$ cat config.mk
export PLATFORM = sky130hd
export DESIGN_NAME = intr_sequencer
export DESIGN_NICKNAME = d
export VERILOG_FILES = /design/src/rtl/cpu_ctrl_pkg.sv /design/src/rtl/intr_sequencer.sv
export SDC_FILE = /design/constraint.sdc
export NUM_CORES = 1
export LEC_CHECK = 0
export CAP_MARGIN = 40
export CORE_MARGIN = 2
export CORE_UTILIZATION = 37
export CTS_BUF_LIST = sky130_fd_sc_hd__clkbuf_2
export DETAILED_ROUTE_END_ITERATION = 8
export PLACE_DENSITY = 0.88
export SLEW_MARGIN = 10
export SYNTH_ARGS = -nofsm -noshare
export SYNTH_HDL_FRONTEND = slang
export SYNTH_SLANG_ARGS = --single-unit
$ cat constraint.sdc
create_clock -name clk -period 1.4 [get_ports clk]
set_input_delay 0.28 -clock clk [delete_from_list [all_inputs] [get_ports clk]]
set_output_delay 0.28 -clock clk [all_outputs]
set_load 0.05 [all_outputs]
$ cat src/rtl/cpu_ctrl_pkg.sv
// Shared CPU control definitions: interrupt sequencer states, default widths,
// vector location and the data-memory command encoding used by the arbiter.
package cpu_ctrl_pkg;

  localparam int unsigned AW_DEF = 8;
  localparam int unsigned FW_DEF = 4;
  localparam logic [7:0] VEC_ADDR_DEF = 8'h01;

  typedef enum logic [2:0] {
    S_IDLE,
    S_DRAIN,
    S_PUSH_PC,
    S_PUSH_FLG,
    S_FETCH_VEC,
    S_JUMP,
    S_RTI_POP_FLG,
    S_RTI_POP_PC
  } seq_state_e;

  typedef enum logic {
    MEM_RD = 1'b0,
    MEM_WR = 1'b1
  } mem_cmd_e;

endpackage

$ cat src/rtl/intr_sequencer.sv
// Interrupt entry / RTI sequencer: drains the pipeline, pushes PC and flags,
// fetches the vector and redirects the PC; RTI pops flags then PC.
module intr_sequencer
  import cpu_ctrl_pkg::*;
#(
  parameter int unsigned     AW       = AW_DEF,
  parameter int unsigned     FW       = FW_DEF,
  parameter logic [AW-1:0]   VEC_ADDR = AW'(VEC_ADDR_DEF)
) (
  input  logic          clk,
  input  logic          rst,
  input  logic          intr_flag,
  output logic          inter_en,
  output logic          intr_clear,
  input  logic          gie,
  input  logic          hlt_flag,
  output logic          hlt_wake,
  input  logic          rti_req,
  input  logic          pipe_empty,
  output logic          stall,
  output logic          flush,
  input  logic [AW-1:0] pc_cur,
  input  logic [FW-1:0] flags_cur,
  input  logic [AW-1:0] sp_value,
  output logic          sp_dec,
  output logic          sp_inc,
  output logic          mem_req,
  output logic          mem_we,
  output logic [AW-1:0] mem_addr,
  output logic [7:0]    mem_wdata,
  input  logic [7:0]    mem_rdata,
  input  logic          mem_ready,
  output logic          pc_load,
  output logic [AW-1:0] pc_load_val,
  output logic          flags_load,
  output logic [FW-1:0] flags_load_val,
  output logic          busy
);

  seq_state_e    state;
  logic [AW-1:0] ret_pc;
  logic [FW-1:0] ret_flg;
  logic [AW-1:0] vector;
  mem_cmd_e      cmd;

  always_ff @(posedge clk) begin
    if (!rst) begin
      state   <= S_IDLE;
      ret_pc  <= '0;
      ret_flg <= '0;
      vector  <= '0;
    end else begin
      case (state)
        S_IDLE: begin
          if (rti_req)                state <= S_RTI_POP_FLG;
          else if (intr_flag && gie)  state <= S_DRAIN;
        end
        S_DRAIN: begin
          if (pipe_empty) begin
            ret_pc  <= pc_cur;
            ret_flg <= flags_cur;
            state   <= S_PUSH_PC;
          end
        end
        S_PUSH_PC:     if (mem_ready) state <= S_PUSH_FLG;
        S_PUSH_FLG:    if (mem_ready) state <= S_FETCH_VEC;
        S_FETCH_VEC: begin
          if (mem_ready) begin
            vector <= AW'(mem_rdata);
            state  <= S_JUMP;
          end
        end
        S_JUMP:        state <= S_IDLE;
        S_RTI_POP_FLG: if (mem_ready) state <= S_RTI_POP_PC;
        S_RTI_POP_PC:  if (mem_ready) state <= S_IDLE;
        default:       state <= S_IDLE;
      endcase
    end
  end

  assign inter_en = gie && (state == S_IDLE);
  assign busy     = (state != S_IDLE);

  // Handshake pulses are decoded from state and mem_ready so they fall in the
  // ready cycle itself; reset gates everything so no partial access completes.
  always_comb begin
    intr_clear     = 1'b0;
    hlt_wake       = 1'b0;
    stall          = 1'b0;
    flush          = 1'b0;
    sp_dec         = 1'b0;
    sp_inc         = 1'b0;
    mem_req        = 1'b0;
    cmd            = MEM_RD;
    mem_addr       = '0;
    mem_wdata      = '0;
    pc_load        = 1'b0;
    pc_load_val    = '0;
    flags_load     = 1'b0;
    flags_load_val = '0;
    if (rst) begin
      case (state)
        S_IDLE: hlt_wake = !rti_req && intr_flag && gie && hlt_flag;
        S_DRAIN: begin
          stall = 1'b1;
          flush = pipe_empty;
        end
        S_PUSH_PC: begin
          stall     = 1'b1;
          mem_req   = 1'b1;
          cmd       = MEM_WR;
          mem_addr  = sp_value;
          mem_wdata = 8'(ret_pc);
          sp_dec    = mem_ready;
        end
        S_PUSH_FLG: begin
          stall     = 1'b1;
          mem_req   = 1'b1;
          cmd       = MEM_WR;
          mem_addr  = sp_value;
          mem_wdata = 8'(ret_flg);
          sp_dec    = mem_ready;
        end
        S_FETCH_VEC: begin
          stall    = 1'b1;
          mem_req  = 1'b1;
          mem_addr = VEC_ADDR;
        end
        S_JUMP: begin
          stall       = 1'b1;
          pc_load     = 1'b1;
          pc_load_val = vector;
          intr_clear  = 1'b1;
        end
        S_RTI_POP_FLG: begin
          stall      = 1'b1;
          mem_req    = 1'b1;
          mem_addr   = sp_value + AW'(1);
          sp_inc     = mem_ready;
          flags_load = mem_ready;
          if (mem_ready) flags_load_val = mem_rdata[FW-1:0];
        end
        S_RTI_POP_PC: begin
          stall    = 1'b1;
          mem_req  = 1'b1;
          mem_addr = sp_value + AW'(1);
          sp_inc   = mem_ready;
          pc_load  = mem_ready;
          flush    = mem_ready;
          if (mem_ready) pc_load_val = AW'(mem_rdata);
        end
        default: ;
      endcase
    end
  end

  assign mem_we = mem_req && (cmd == MEM_WR);

endmodule
==> impl_results.md, run 1 <==
- Yosys warnings: 0
- Clock sinks: 23
- Synthesized cell area: 1460 µm²
- Syn Area/Cell: around 8 µm²
- Post-CTS Setup Bufs: 7
- Synth area leaders: dfxtp_1 (31%), mux2i_1 (9.6%), nand2_1 (7.4%)
- Syn Nets: 221
- # port buffers: 75
- Post-DP HPWL: between 4000 and 5000 µm
- Synth unique cells: 36
- Vert. Die Dim: ~67 µm
- Area after DPL: 3290 µm²
- Status: aborted with a tool error
- Post-synthesis sequential area ratio: a little under a third
- Last stage reached: 4_1_cts
- TritonCTS Buffers: 3
- H-tree Lvls: 1
- CTS Hold Bufs: 0
- First Err: [ERROR DPL-0033] detailed placement checks failed during check placement.
- Dpl cells: around 350
- Post-synthesis cell count: roughly 180
- Final weighted congestion in routability-driven placement: 0.854
- Initial Utilization: between 30% and 40%
- Yosys reg bits: 23
- Io pins: 76
- CTS resizes: 76
- Clock root buffer: clkbuf_2
- Die extent in x: 66.9 µm
- Top cell type by total area after synthesis: dfxtp_1
- Share of the synthesized area in the top cell type: 31.5%
- Clock Tree Buf Depth: 2
- FP Rows: 22
stage by stage:
step           hold WS [ns]  setup slack (ns)
2_1_floorplan         0.415            -0.328
3_3_place_gp          0.440            -0.570
3_5_place_dp          0.455            -0.630
synthesized netlist by cell type:
library cell	instances
dfxtp_1	23
ha_1	1
o211a_1	1
nand2_1	29
inv_2	2
a22o_1	4
nor2b_1	10
o31ai_1	1
nand3b_1	1
inv_1	3
mux2i_1	14
nor3_4	1
nor3_2	5
a21oi_1	6
a21boi_1	9
a21boi_0	4
nand3_1	3
xnor2_1	1
xor2_1	4
o31a_1	1
clkbuf_1	3
o21ai_0	5
and4_1	1
and2_1	8
o2bb2ai_1	1
buf_4	2
a22oi_1	4
buf_2	5
nor3_1	1
and3_1	5
nand4_1	6
o21a_1	1
nand2_2	2
or3_1	2
nor2_1	14
or2_1	1
kinds of logic after synthesis:
logic type,Yosys count,share of synthesized area [%]
flops,23,31.5
mux,14,9.57
simple gates,89,32.6
fa+ha+maj,1,0.855
buf+inv,15,4.79
xor+xnor,5,2.99
compound gates,37,17.8
==> run 2, diff against run 1 <==
--- a/config.mk
+++ b/config.mk
@@ -7,10 +7,9 @@
 export LEC_CHECK = 0
 export CAP_MARGIN = 40
 export CORE_MARGIN = 2
-export CORE_UTILIZATION = 37
-export CTS_BUF_LIST = sky130_fd_sc_hd__clkbuf_2
+export CORE_UTILIZATION = 35
 export DETAILED_ROUTE_END_ITERATION = 8
-export PLACE_DENSITY = 0.88
+export PLACE_DENSITY_LB_ADDON = 0.15
 export SLEW_MARGIN = 10
 export SYNTH_ARGS = -nofsm -noshare
 export SYNTH_HDL_FRONTEND = slang
==> constraint.sdc (replaced) <==
create_clock -name clk -period 1.8 [get_ports clk]
set_input_delay 0.36 -clock clk [delete_from_list [all_inputs] [get_ports clk]]
set_output_delay 0.36 -clock clk [all_outputs]
set_load 0.05 [all_outputs]
==> run 2 against run 1 <==
Compared with the run above: the flow now finishes, with violations (negative setup slack); synthesized cell count did not move; synthesized area did not move.
==> impl_results.md, run 2 <==
- Total Die Area: 4720 µm²
- Worst skew pair latency: 0.26 ns
- Antenna diodes: 0
- Final period utilization: 111%
- Io pins: 76 (unchanged)
- Commonest non-fill, non-tap cells in the layout: buf_12 (40), buf_4 (36), nand2_1 (27)
- Syn Area/Cell: 7.96 µm² (unchanged)
- Final ANT Viol Nets: 0
- Worst Path Required: ~1.4 ns
- Total power: 3110 µW
- Number of global-route vias before repair: 1747
- Synthesized cell area: 1460 µm² (unchanged)
- Final Critical Period: 2.00 ns
- Clock Tree Buf Depth: 2 (unchanged)
- Post-synthesis cell count: 184 (unchanged)
- Yosys warnings: 0 (unchanged)
- DRT Pass-1 Iters: 4
- Fin. Hold Viols: 0
- Grt ovf: 0
- Commonest cells in the synthesized netlist: nand2_1 (29), dfxtp_1 (23), mux2i_1 (14), nor2_1 (14), nor2b_1 (10)
- Wirelength per Cell: 15.0 µm
- Layout fillers: between 200 and 250
- Reg power frac: 22.5%
- Max-cap violations: 0
- EDFF count, synth: 0 (unchanged)
- Yosys reg bits: 23 (unchanged)
- Largest net degree at the start of global routing: 16
- Initial Utilization: 36.6% (-2.5 points)
- Share of the synthesized area in the top cell type: 31.5% (unchanged)
- Status: finished with violations
- Routed WL: 5250 µm
- Max-slew violation count: 0
- Failing checks: negative setup slack
- Post-DP HPWL: 3570 µm (-26%)
- GRT Util Overall: 22.3%
- Core footprint: ~4000 µm²
- VDD IR max: 748 µV
- RSZ-0062 raised after global routing: true
- Initial antenna violation count: 0
- Clock Power Share: 10.1%
- Smallest hold slack: 0.455 ns
- Pleak: 0.00126 µW
- P_int: 1770 µW
- Vert. Die Dim: 68.7 µm (+2.6%)
- Clock sinks: 23 (unchanged)
- Synth unique cells: 36 (unchanged)
- Setup WS post-layout: -0.199 ns
- Synth area leaders: dfxtp_1 (31%), mux2i_1 (9.6%), nand2_1 (7.4%)
- Area after DPL: 2970 µm² (-9.8%)
- Worst-margin pin slew: approximately 0.35 ns
- Clk_skew: ~0.0026 ns
- Worst Setup End Kind: primary output
- Die extent in x: 68.7 µm (+2.6%)
- Setup crit start kind: flop
- Primary FF master, synth: dfxtp_1
- Worst-path maximum fanout: 7
- DRC viols: 0
- Clock-pin slew on the worst setup and hold paths: 0.08 ns
- Via-to-Cell Ratio: 5.04
- Layout cell share with drive strength beyond 1: 52.2%
- CP arrival: 1.64 ns
- Post-route setup TNS: -2.40 ns
- Switching Fraction: 43.0%
- Worst Setup Path Type: flop to primary output
- FP Rows: 23 (+4.5%)
- H-tree Lvls: 1 (unchanged)
- Sw Pwr: 1340 µW
- Worst min path class: flop to flop
- Syn Nets: 221 (unchanged)
- NumNets Final: 337
- Setup-failing EPs final: 28
- CTS tree: yes
- P per Cell Area: between 900 and 1000 nW/µm²
- Clock root buffer: clkbuf_8
- TritonCTS Buffers: 3 (unchanged)
- Commonest non-fill, non-tap cell in the layout: buf_12
- CTS Hold Bufs: 0 (unchanged)
- Count leader, synth: nand2_1
- Vias: 1759
- Final core utilization: between 80% and 90%
- Slew headroom: 76.7%
- Regs by FF count: ret_pc x8, vector x8, ret_flg x4
- Finished Cell Area: between 3000 and 4000 µm²
- Fraction of registers with async set/reset: 0% (unchanged)
- Final weighted congestion in routability-driven placement: 0.825 (-3.4%)
- First-pass GRT wire length: 7960 µm
- Max Fclk: 0.500 GHz
- Post-synthesis sequential area ratio: 31.5% (unchanged)
- Top cell type by total area after synthesis: dfxtp_1
- # port buffers: 75 (unchanged)
- Gate power share: 67.4%
- DRT iter0 DRCs: 30
- Area Growth Syn to Fin: 125%
-- run 2: cell counts after synthesis --
No cell type changed its count.
-- run 2: power by group through the flow --
stage | logic (µW) | registers (µW) | clock network (µW)
after floorplan | 1040 | 645 | 0
after global placement | 1700 | 710 | 0
after detailed placement | 1720 | 712 | 0
after CTS | 1970 | 681 | 324
after global routing | 2210 | 711 | 347
final | 2100 | 700 | 314
-- run 2: metal layers --
metal,track usage [%],routed length [µm]
met3,3.25,216
met1,24.6,1970
met5,0,0
met2,43.3,3000
met4,6.75,53
-- run 2: logic make-up after synthesis --
kind of cell / Yosys count / synth area share (%)
xor+xnor: 5 / 2.99
mux: 14 / 9.57
fa+ha+maj: 1 / 0.855
compound gates: 37 / 17.8
simple gates: 89 / 32.6
flops: 23 / 31.5
buf+inv: 15 / 4.79
-- run 2: metrics by stage --
stage	std cells	setup slack, ns
final	349	-0.199
after CTS	347	-0.122
after global routing	349	-0.237
after detailed placement	330	-0.409
after global placement	330	-0.379
after floorplan	184	-0.175
-- run 2: path summary, 6_finish.rpt --
check | startpoint | endpoint | slack, ns | depth (start not counted)
max | state[2] | mem_wdata[4] | -0.20 | 6
min | ret_pc[1] | ret_pc[1] | 0.45 | 2
max reg2reg | state[2] | vector[0] | 0.15 | 9
min reg2reg | ret_pc[1] | ret_pc[1] | 0.45 | 2
-- run 2: timing repair --
item	in CTS	in global routing
pin swaps	10	12
setup buffers	13	2
endpoints found under the setup margin	38	36
gates resized for setup	40	23
-- run 2: worst max-delay path, stage by stage (launching register included) --
cell and delay, ns:
dfxtp_4 0.37, inv_1 0.24, nand3_2 0.16, buf_6 0.17
clkinvlp_4 0.10, and3_2 0.22, buf_12 0.14
-- run 2: final cells by class --
cell class              count  area (µm²)  area share [%]
flip-flops and latches     23         472            14.3
inverters                   5        25.0           0.761
clock buffers               4        45.0            1.37
repair buffers            121        1520            46.2
well taps                  50        62.6            1.90
multi-input cells         146        1170            35.5
No activity file was read; power rests on OpenSTA's default activity.
